## src/rtl/alu_pkg.sv

```systemverilog
// Shared op-code map, FSM state type and op classification for the sequential ALU.
package alu_pkg;

  localparam logic [4:0] OP_ADD    = 5'b00000;
  localparam logic [4:0] OP_SUB    = 5'b00001;
  localparam logic [4:0] OP_AND    = 5'b00010;
  localparam logic [4:0] OP_OR     = 5'b00011;
  localparam logic [4:0] OP_XOR    = 5'b00100;
  localparam logic [4:0] OP_SLL    = 5'b00101;
  localparam logic [4:0] OP_SRL    = 5'b00110;
  localparam logic [4:0] OP_SRA    = 5'b00111;
  localparam logic [4:0] OP_SLT    = 5'b01000;
  localparam logic [4:0] OP_SLTU   = 5'b01001;
  localparam logic [4:0] OP_MUL    = 5'b10000;
  localparam logic [4:0] OP_MULH   = 5'b10001;
  localparam logic [4:0] OP_MULHSU = 5'b10010;
  localparam logic [4:0] OP_MULHU  = 5'b10011;
  localparam logic [4:0] OP_DIV    = 5'b10100;
  localparam logic [4:0] OP_DIVU   = 5'b10101;
  localparam logic [4:0] OP_REM    = 5'b10110;
  localparam logic [4:0] OP_REMU   = 5'b10111;

  typedef enum logic [1:0] {
    ST_IDLE = 2'd0,
    ST_CALC = 2'd1,
    ST_FIX  = 2'd2,
    ST_DONE = 2'd3
  } state_e;

  // Codes 10000..10111 are the iterative multiply/divide group.
  function automatic logic is_muldiv(input logic [4:0] op);
    return op[4:3] == 2'b10;
  endfunction

endpackage

```

## src/rtl/alu_muldiv_seq.sv

```systemverilog
// Iterative multiply (shift-add) and divide (restoring) datapath, one bit per cycle.
// The divider is only built when ALU_DIV_EN is defined.
module alu_muldiv_seq
  import alu_pkg::*;
#(
  parameter int WIDTH = 32
) (
  input  logic             clk,
  input  logic             reset,
  input  logic             start,
  input  logic [2:0]       op,
  input  logic [WIDTH-1:0] a,
  input  logic [WIDTH-1:0] b,
  output logic             last,
  output logic [WIDTH-1:0] result
);

  localparam int CNT_W = $clog2(WIDTH);
  localparam logic [WIDTH-1:0] ONE = WIDTH'(1);

  logic             busy_q, busy_d;
  logic [CNT_W-1:0] cnt_q, cnt_d;
  logic [WIDTH-1:0] acc_q, acc_d;
  logic [WIDTH-1:0] lo_q, lo_d;
  logic [WIDTH-1:0] dvs_q, dvs_d;
  logic [1:0]       var_q, var_d;
  logic             res_neg_q, res_neg_d;

  logic             is_div, a_sgn, b_sgn, a_neg, b_neg;
  logic [WIDTH-1:0] a_mag, b_mag;
  logic [WIDTH:0]   mul_sum;
  logic [2*WIDTH-1:0] prod_mag, prod;
  logic [WIDTH-1:0] mul_res;

`ifdef ALU_DIV_EN
  localparam logic [WIDTH-1:0] MIN_NEG = {1'b1, {(WIDTH-1){1'b0}}};
  logic             div_q, div_d;
  logic             rem_neg_q, rem_neg_d;
  logic             dvz_q, dvz_d;
  logic             ovf_q, ovf_d;
  logic [WIDTH-1:0] a_raw_q, a_raw_d;
  logic [WIDTH:0]   div_shift, div_trial;
  logic [WIDTH-1:0] quo, rem;

  assign is_div = op[2];
`else
  logic unused_div_sel;
  assign unused_div_sel = op[2];
  assign is_div         = 1'b0;
`endif

  // Signedness of each operand by variant: MUL/MULH/MULHSU sign A, MUL/MULH sign B.
  assign a_sgn = is_div ? ~op[0] : (op[1:0] != 2'b11);
  assign b_sgn = is_div ? ~op[0] : ~op[1];
  assign a_neg = a_sgn & a[WIDTH-1];
  assign b_neg = b_sgn & b[WIDTH-1];
  assign a_mag = a_neg ? (~a + ONE) : a;
  assign b_mag = b_neg ? (~b + ONE) : b;

  assign last    = busy_q & (cnt_q == CNT_W'(WIDTH-1));
  assign mul_sum = {1'b0, acc_q} + (lo_q[0] ? {1'b0, dvs_q} : '0);

`ifdef ALU_DIV_EN
  assign div_shift = {acc_q, lo_q[WIDTH-1]};
  assign div_trial = div_shift - {1'b0, dvs_q};
`endif

  always_comb begin
    busy_d    = busy_q;
    cnt_d     = cnt_q;
    acc_d     = acc_q;
    lo_d      = lo_q;
    dvs_d     = dvs_q;
    var_d     = var_q;
    res_neg_d = res_neg_q;
`ifdef ALU_DIV_EN
    div_d     = div_q;
    rem_neg_d = rem_neg_q;
    dvz_d     = dvz_q;
    ovf_d     = ovf_q;
    a_raw_d   = a_raw_q;
`endif
    if (start) begin
      busy_d    = 1'b1;
      cnt_d     = '0;
      acc_d     = '0;
      lo_d      = a_mag;
      dvs_d     = b_mag;
      var_d     = op[1:0];
      res_neg_d = a_neg ^ b_neg;
`ifdef ALU_DIV_EN
      div_d     = is_div;
      rem_neg_d = a_neg;
      dvz_d     = (b == '0);
      ovf_d     = a_sgn & (a == MIN_NEG) & (b == '1);
      a_raw_d   = a;
`endif
    end else if (busy_q) begin
      cnt_d = cnt_q + CNT_W'(1);
      if (last) busy_d = 1'b0;
`ifdef ALU_DIV_EN
      if (div_q) begin
        // Restoring step: keep the trial difference only when it did not borrow.
        if (!div_trial[WIDTH]) begin
          acc_d = div_trial[WIDTH-1:0];
          lo_d  = {lo_q[WIDTH-2:0], 1'b1};
        end else begin
          acc_d = div_shift[WIDTH-1:0];
          lo_d  = {lo_q[WIDTH-2:0], 1'b0};
        end
      end else begin
        acc_d = mul_sum[WIDTH:1];
        lo_d  = {mul_sum[0], lo_q[WIDTH-1:1]};
      end
`else
      acc_d = mul_sum[WIDTH:1];
      lo_d  = {mul_sum[0], lo_q[WIDTH-1:1]};
`endif
    end
  end

  // Sign fix-up and half selection, consumed by the top during its FIX state.
  always_comb begin
    prod_mag = {acc_q, lo_q};
    prod     = res_neg_q ? (~prod_mag + (2*WIDTH)'(1)) : prod_mag;
    mul_res  = (var_q == 2'b00) ? prod[WIDTH-1:0] : prod[2*WIDTH-1:WIDTH];
`ifdef ALU_DIV_EN
    quo = res_neg_q ? (~lo_q + ONE) : lo_q;
    rem = rem_neg_q ? (~acc_q + ONE) : acc_q;
    if (dvz_q) begin
      quo = '1;
      rem = a_raw_q;
    end else if (ovf_q) begin
      quo = MIN_NEG;
      rem = '0;
    end
    result = div_q ? (var_q[1] ? rem : quo) : mul_res;
`else
    result = mul_res;
`endif
  end

  always_ff @(posedge clk) begin
    if (reset) begin
      busy_q <= 1'b0;
      cnt_q  <= '0;
    end else begin
      busy_q <= busy_d;
      cnt_q  <= cnt_d;
    end
  end

  always_ff @(posedge clk) begin
    acc_q     <= acc_d;
    lo_q      <= lo_d;
    dvs_q     <= dvs_d;
    var_q     <= var_d;
    res_neg_q <= res_neg_d;
`ifdef ALU_DIV_EN
    div_q     <= div_d;
    rem_neg_q <= rem_neg_d;
    dvz_q     <= dvz_d;
    ovf_q     <= ovf_d;
    a_raw_q   <= a_raw_d;
`endif
  end

endmodule

```

## src/rtl/alu_seq_muldiv.sv

```systemverilog
// Execute-stage ALU with valid/ready handshakes: single-cycle base ops plus iterative
// RV32M multiply; divide/remainder are present only when ALU_DIV_EN is defined.
module alu_seq_muldiv
  import alu_pkg::*;
#(
  parameter int WIDTH = 32
) (
  input  logic             clk,
  input  logic             reset,
  input  logic             in_valid,
  output logic             in_ready,
  input  logic [WIDTH-1:0] A,
  input  logic [WIDTH-1:0] B,
  input  logic [4:0]       ALU_Sel,
  output logic             out_valid,
  input  logic             out_ready,
  output logic [WIDTH-1:0] ALU_Out,
  output logic             CarryOut,
  output logic             ZeroOut,
  output logic             IllegalOp
);

  localparam int SHAMT_W = $clog2(WIDTH);

  state_e           state_q, state_d;
  logic [WIDTH-1:0] alu_out_q, alu_out_d;
  logic             carry_q, carry_d;
  logic             zero_q, zero_d;
  logic             illegal_q, illegal_d;

  logic             accept, md_op, md_last;
  logic [WIDTH-1:0] md_result;
  logic [WIDTH-1:0] base_res;
  logic             base_carry, base_ill;
  logic signed [WIDTH-1:0] a_s, b_s;
  logic [WIDTH:0]   add_sum, sub_sum;
  logic [SHAMT_W-1:0] shamt;

`ifdef ALU_DIV_EN
  assign md_op = is_muldiv(ALU_Sel);
`else
  assign md_op = is_muldiv(ALU_Sel) & ~ALU_Sel[2];
`endif

  assign a_s     = A;
  assign b_s     = B;
  assign shamt   = B[SHAMT_W-1:0];
  assign add_sum = {1'b0, A} + {1'b0, B};
  // Bit WIDTH of A + ~B + 1 is the no-borrow flag, i.e. A >= B unsigned.
  assign sub_sum = {1'b0, A} + {1'b0, ~B} + (WIDTH+1)'(1);

  always_comb begin
    base_res   = '0;
    base_carry = 1'b0;
    base_ill   = 1'b0;
    case (ALU_Sel)
      OP_ADD:  begin base_res = add_sum[WIDTH-1:0]; base_carry = add_sum[WIDTH]; end
      OP_SUB:  begin base_res = sub_sum[WIDTH-1:0]; base_carry = sub_sum[WIDTH]; end
      OP_AND:  base_res = A & B;
      OP_OR:   base_res = A | B;
      OP_XOR:  base_res = A ^ B;
      OP_SLL:  base_res = A << shamt;
      OP_SRL:  base_res = A >> shamt;
      OP_SRA:  base_res = a_s >>> shamt;
      OP_SLT:  base_res = {{(WIDTH-1){1'b0}}, (a_s < b_s)};
      OP_SLTU: base_res = {{(WIDTH-1){1'b0}}, (A < B)};
      default: base_ill = 1'b1;
    endcase
  end

  alu_muldiv_seq #(.WIDTH(WIDTH)) u_muldiv (
    .clk    (clk),
    .reset  (reset),
    .start  (accept & md_op),
    .op     (ALU_Sel[2:0]),
    .a      (A),
    .b      (B),
    .last   (md_last),
    .result (md_result)
  );

  always_ff @(posedge clk) begin
    if (reset) state_q <= ST_IDLE;
    else       state_q <= state_d;
  end

  always_comb begin
    state_d = state_q;
    case (state_q)
      ST_IDLE: if (accept) state_d = md_op ? ST_CALC : ST_DONE;
      ST_CALC: if (md_last) state_d = ST_FIX;
      ST_FIX:  state_d = ST_DONE;
      ST_DONE: if (out_ready) state_d = accept ? (md_op ? ST_CALC : ST_DONE) : ST_IDLE;
      default: state_d = ST_IDLE;
    endcase
  end

  // A result in DONE may be retired and replaced on the same edge.
  always_comb begin
    in_ready  = ~reset & ((state_q == ST_IDLE) | ((state_q == ST_DONE) & out_ready));
    out_valid = (state_q == ST_DONE);
    accept    = in_valid & in_ready;
  end

  always_comb begin
    alu_out_d = alu_out_q;
    carry_d   = carry_q;
    zero_d    = zero_q;
    illegal_d = illegal_q;
    if (accept & ~md_op) begin
      alu_out_d = base_res;
      carry_d   = base_carry;
      zero_d    = (base_res == '0);
      illegal_d = base_ill;
    end else if (state_q == ST_FIX) begin
      alu_out_d = md_result;
      carry_d   = 1'b0;
      zero_d    = (md_result == '0);
      illegal_d = 1'b0;
    end
  end

  always_ff @(posedge clk) begin
    if (reset) begin
      alu_out_q <= '0;
      carry_q   <= 1'b0;
      zero_q    <= 1'b0;
      illegal_q <= 1'b0;
    end else begin
      alu_out_q <= alu_out_d;
      carry_q   <= carry_d;
      zero_q    <= zero_d;
      illegal_q <= illegal_d;
    end
  end

  assign ALU_Out   = alu_out_q;
  assign CarryOut  = carry_q;
  assign ZeroOut   = zero_q;
  assign IllegalOp = illegal_q;

endmodule

```

## config.mk

```make
export PLATFORM = sky130hd
export DESIGN_NAME = alu_seq_muldiv
export DESIGN_NICKNAME = d
export VERILOG_FILES = /design/src/rtl/alu_pkg.sv /design/src/rtl/alu_muldiv_seq.sv /design/src/rtl/alu_seq_muldiv.sv
export SDC_FILE = /design/constraint.sdc
export NUM_CORES = 1
export LEC_CHECK = 0
export ABC_AREA = 1
export CORE_MARGIN = 2
export CORE_UTILIZATION = 40
export CTS_CLUSTER_DIAMETER = 60
export DETAILED_ROUTE_END_ITERATION = 8
export GPL_TIMING_DRIVEN = 0
export RECOVER_POWER = 25
export SYNTH_ARGS = -nofsm -noshare
export SYNTH_HDL_FRONTEND = slang
export SYNTH_SLANG_ARGS = --single-unit
```

## constraint.sdc

```tcl
create_clock -name clk -period 4.1 [get_ports clk]
set_clock_uncertainty 0.05 [all_clocks]
set_input_delay 0.615 -clock clk [delete_from_list [all_inputs] [get_ports clk]]
set_output_delay 0.615 -clock clk [all_outputs]
set_load 0.02 [all_outputs]
```

# ---- After elaboration in Yosys (flattened, before gate mapping)
# Index checks and enable logic that the tools add are counted.
dict set report totals {
  register_bits 142
  in_bits 73
  out_inout_bits 37
  wordCells 100
}
dict set report op_classes {
  add_sub_neg 8
  magnitude_cmp 2
  eq_ne 18
  n_shift 3
  n_mux 26
  n_bitwise 21
  n_reduce_logical 10
}
# op count
set ops {}
lappend ops {{32-bit case mux with 10 select lines} 1}
lappend ops {{32-bit 2-to-1 mux} 8}
lappend ops {{32-bit by 32-bit adder with 33-bit output} 2}
lappend ops {{32-bit by 1-bit adder with 32-bit output (second input constant)} 2}
lappend ops {{64-bit by 1-bit adder with 64-bit output (second input constant)} 1}
lappend ops {{32-bit logical NOT} 2}
lappend ops {{32-bit < comparator} 2}
lappend ops {{64-bit 2-to-1 mux} 1}
lappend ops {{32-bit NOT} 2}
lappend ops {{64-bit NOT} 1}
lappend ops {{32-bit by 33-bit adder with 33-bit output} 1}
lappend ops {{33-bit by 1-bit adder with 33-bit output (second input constant)} 1}
lappend ops {{32-bit AND} 1}
lappend ops {{32-bit bitwise OR} 1}
lappend ops {{32-bit by 5-bit << shifter with 32-bit output} 1}
lappend ops {{32-bit by 5-bit >> shifter with 32-bit output} 1}
lappend ops {{32-bit by 5-bit >>> shifter with 32-bit output} 1}
lappend ops {{32-bit bitwise XOR} 1}
lappend ops {{5-bit by 3-bit equality test with 1-bit output (second input constant)} 4}
lappend ops {{5-bit by 2-bit equality test with 1-bit output (second input constant)} 2}
lappend ops {{5-bit by 4-bit equality test with 1-bit output (second input constant)} 2}
lappend ops {{2-bit 2-to-1 mux} 5}
lappend ops {{10-bit OR reduction} 1}
lappend ops {{1-bit AND} 9}
lappend ops {{other kinds (18)} 35}

# ---- Logic depth before layout (Yosys ltp)
dict set report logic_depth {
  word_depth 8
  ltp_mapped 27
  ltp_nobuf 23
}

# ---- Modules after synthesis
# Synthesis repeated with hierarchy kept, for this count alone.
dict set report hier_totals {
  cells_unflattened 4235
  area_unflattened_um2 22828.1
}
# module n_inst cells_each area_per_inst_um2
set by_module_without_submodules {}
lappend by_module_without_submodules {alu_seq_muldiv 1 2455 12274.3}
lappend by_module_without_submodules {alu_muldiv_seq 1 1780 10553.9}

# ---- Worst setup path after synthesis
# Ideal clock, no wire load.
dict set report synth_timing {
  kind {input -> register}
  from {in B[4]}
  to {reg zero_q, in the netlist ZeroOut}
  arrival_time_ps 3185
  required_time_ps 3986
  slack_ps 801
  stages 24
  n_path_buf 4
  cell_sequence {buf_4 inv_2 buf_2 buf_1 ha_1 buf_2 nor2_1 nand2_1 nand3b_1 nand2_1 nand2_1 nand2_1 nand2_1 nand3_1 nand2_1 nor2_1 nand2_1 nor2_1 nand3_1 nor2_1 nand2_1 nor2_1 nor2_1 nor2_1}
}
dict set report synth_via {
  elab_chain_len 6
  elab_cells_between_ends 15
}
# item line
set synth_lines {}
lappend synth_lines {{from (decl)} alu_seq_muldiv.sv:13} ;# input logic [WIDTH-1:0] B,
lappend synth_lines {{32-bit NOT} alu_seq_muldiv.sv:50} ;# assign sub_sum = {1'b0, A} + {1'b0, ~B} + (WIDTH+1)'(1);
lappend synth_lines {{32-bit by 32-bit adder with 33-bit output} alu_seq_muldiv.sv:50}
lappend synth_lines {{33-bit by 1-bit adder with 33-bit output} alu_seq_muldiv.sv:50}
lappend synth_lines {{32-bit case mux with 10 select lines (*)} alu_seq_muldiv.sv:56} ;# case (ALU_Sel)
lappend synth_lines {{32-bit logical NOT (*)} alu_seq_muldiv.sv:113} ;# zero_d = (base_res == '0);
lappend synth_lines {{1-bit 2-to-1 mux (*)} alu_seq_muldiv.sv:110} ;# if (accept & ~md_op) begin
lappend synth_lines {{to (signal assigned)} alu_seq_muldiv.sv:132} ;# zero_q <= zero_d;
lappend synth_lines {{to (decl)} alu_seq_muldiv.sv:28} ;# logic zero_q, zero_d;
# Mark *: on every way between the ends. The rest lies on a longest branch, timed or not.
# A chain may end at the register's enable or synchronous reset.

# ---- Worst setup path after layout
dict set report layout_timing {
  from {in B[1]}
  to {reg zero_q, in the netlist ZeroOut}
}
# Same word-level chain as after synthesis.

==> flow_summary.json <==
{
  "die_w_um": 234,
  "place.gp.congestion": 1.07,
  "cts_root_buf": "clkbuf_16",
  "setup_ws_ns": -0.0110,
  "hp-class": "flop to flop",
  "clock_path_buffers": 2,
  "postSynthAreaPerCell_um2": 5.59,
  "grt_antenna_before_repair": 3,
  "multi_input_area_um2": 15400,
  "cp.arrival_ns": 4.40,
  "synth_top_area_share_pct": 20.5,
  "grtUsageMet1_pct": 53.1,
  "power_mw": 7.99,
  "finalSetupViolCount": 1,
  "grt_pass1_wl_um": 170000,
  "cts_tree": "yes",
  "tightest_slew_ns": 0.994,
  "hold_violations": 0,
  "holdBufCountCts": 0,
  "violations": "setup timing",
  "gr-total-overflow": 0,
  "num-fill-cells": 5979,
  "area_delta_synth_final_pct": 12.7,
  "synth_cell_types": 63,
  "initial_core_util_pct": 40.4,
  "top_usage_layer": "met2",
  "synth-async-reset-ratio_pct": 0,
  "h-tree-depth": 4,
  "utilization_pct": 45.6,
  "drc": 0,
  "pin_count": 110,
  "clk_pin_slew_worst_paths_ns": 0.07,
  "synth_edf_count": 67,
  "synthCells": 3801,
  "synth_top_area_cell": "nand2_1",
  "powerDensity_nw_per_um2": 333,
  "fin_setup_tns_ns": -0.0110,
  "cpMaxStageDelayCell": "clkdlybuf4s50_1",
  "synth_seq_area_share_pct": 16.5,
  "crit_family": "simple AND/OR/NAND/NOR gates",
  "vias_per_cell": 5.83,
  "place_inst": 4599,
  "layout-drive-gt1-share_pct": 5.30,
  "synth_flop_cell": "dfxtp_1",
  "crit_chain": "clkdlybuf4s50_1, buf_6, inv_4, buf_4, buf_6, fa_1, nand2_1, nand3_1, nand3b_1, nand2_1, nand2_1, nand2_1, nand2_2, nand2_1, nand2_1, nand3_1, nand2_1, nor2_1, nand3_1, nor2_1, nand2_1, nor2_1, nor2_1, nor2_1",
  "status": "finished, violations left",
  "start_kind": "input port",
  "critical_path_buf_inv_count": 5,
  "ant_nets": 0,
  "dr.pass1.iters": 8,
  "drt_wl_total_um": 120000,
  "stdcell_count": 4633,
  "wl_per_cell_um": 25.9,
  "fmax_ghz": 0.243,
  "cap_violations": 0,
  "critical_path_class": "input port to flop",
  "fp.dieH_um": 234,
  "grt_setup_unrepaired": "true",
  "dr_total_vias": 27000,
  "syn-num-nets": 4014,
  "seqCellArea_um2": 3510,
  "required_ns": 4.38,
  "critPathMostFrequentCell": "nand2_1",
  "synth_area_leaders": "nand2_1 21%, nand3_1 12%, edfxtp_1 9.5%, nor2_1 8.1%, ha_1 8.1%",
  "grt_pass1_vias": 24800,
  "cp-end-kind": "flop",
  "ys_ff_latch": 142,
  "clkLatencyLatePin_ns": 0.44,
  "period_share_pct": 100,
  "nets": 4143,
  "rows": 84,
  "io_buffers": 109,
  "fp.dieArea_um2": 55000,
  "period_needed_ns": 4.11,
  "gr-usage-met3_pct": 8.36,
  "syn_area_um2": 21300,
  "core_um2": 52600,
  "path_max_fanout": 13,
  "numCtsBuffers": 17,
  "relSlewSlack_pct": 33.7,
  "place_ws_ns": -1.06,
  "grt_use_total_pct": 43.0,
  "initialDrtViolationCount": 3491,
  "ys_warn_count": 0,
  "grt_use_met2_pct": 66.0,
  "slew_viol_final": 0,
  "peakVddDrop_uv": 342,
  "numClockSinks": 142,
  "grt_max_degree": 33,
  "dp_hpwl_um": 100000,
  "worst_path_largest_cell_delay_ns": 0.55,
  "leakage_nw": 12.0
}
## through the flow
step                      instance area, um^2  hold slack (ns)
after floorplan                         21300            0.395
after global placement                  23200            0.409
after detailed placement                23200            0.411
after CTS                               23900            0.420
after global routing                    24000            0.449
final                                   24000            0.416
## worst paths after layout
path                            start                     endpoint  slack, ns  depth (start not counted)
max                              B[1]         ZeroOut$_SDFFE_PP0P_      -0.01                         24
min          ALU_Out[23]$_SDFFE_PP0P_     ALU_Out[23]$_SDFFE_PP0P_       0.42                          2
max reg2reg   state_q[1]$_SDFFE_PP0P_  u_muldiv.lo_q[19]$_DFFE_PP_       0.46                          8
min reg2reg  ALU_Out[23]$_SDFFE_PP0P_     ALU_Out[23]$_SDFFE_PP0P_       0.42                          2
## report_power, final
| part | switching [mW] | internal [mW] | leakage [nW] |
|---|---|---|---|
| Clock | 0.657 | 0.915 | 0.287 |
| Sequential | 0.538 | 1.73 | 1.22 |
| Combinational | 2.87 | 1.28 | 10.4 |
| Total | 4.07 | 3.92 | 12.0 |
## layer usage
| layer | up-vias | routed length, um |
|---|---|---|
| met5 | - | 0 |
| met4 | 0 | 11500 |
| met3 | 426 | 11400 |
| met2 | 1573 | 50200 |
| met1 | 12300 | 46900 |
| li1 | 12700 | - |
## flip-flops by register name (all words and copies together) (netlist names)
register	cells
ALU_Out	32
CarryOut	1
IllegalOp	1
ZeroOut	1
state_q	2
u_muldiv.acc_q	32
u_muldiv.busy_q	1
u_muldiv.cnt_q	5
u_muldiv.dvs_q	32
u_muldiv.lo_q	32
u_muldiv.res_neg_q	1
u_muldiv.var_q	2
## repair_timing
action | CTS | global route
endpoints found under the setup margin | 58 | 14
pin swaps | 0 | 1
resized for setup | 22 | 50
setup buffers | 0 | 2
## cells in the final DEF (no fill, tap or decap), types with 12 or more instances in the layout
cell,instances
clkdlybuf4s50_1,46
o22ai_1,16
a21oi_1,221
xnor2_1,14
clkbuf_1,54
buf_2,62
dfxtp_1,75
nor2_2,23
dlygate4sd3_1,38
dlymetal6s2s_1,19
o21ai_0,168
nand4_1,49
inv_1,414
nand3_1,505
buf_6,12
clkbuf_16,18
nor2_1,452
o211ai_1,27
o21bai_1,16
ha_1,137
nand2_1,1158
a31oi_1,28
edfxtp_1,67
nor3_1,33
xor2_1,67
o21ai_1,28
## cell families after synthesis
logic type / share of synthesized area, %
buffers and inverters: 11.1
and+or+nand+nor: 45.6
xor gates and xnor gates: 3.34
AOI/OAI and AO/OA: 15.1
adders and majority gates: 8.35
DFF: 16.5
## Yosys cell counts, types with 55 or more instances
| cell type | number |
|---|---|
| ha_1 | 137 |
| dfxtp_1 | 75 |
| a21oi_1 | 223 |
| nor2_1 | 459 |
| o21ai_0 | 168 |
| buf_2 | 64 |
| nand2_1 | 1161 |
| inv_1 | 414 |
| nand3_1 | 510 |
| clkbuf_1 | 55 |
| edfxtp_1 | 67 |
| xor2_1 | 67 |
## area by class of cell
type                            instances  share of cell area (%)
Timing Repair Buffer                  112                    4.82
Clock inverter                         12                   0.507
Inverter                              433                    6.83
Clock buffer                           20                    1.99
Tap cell                              688                    3.59
Sequential cell                       142                    14.7
Antenna cell                            2                  0.0209
Buffer                                145                    3.09
Multi-Input combinational cell       3079                    64.5
## worst min-delay path: stages, from the launching register on
cell and delay, ns:
dfxtp_1 0.31, nand2_1 0.06, a21oi_1 0.06
(Power assumes the default switching activity.)
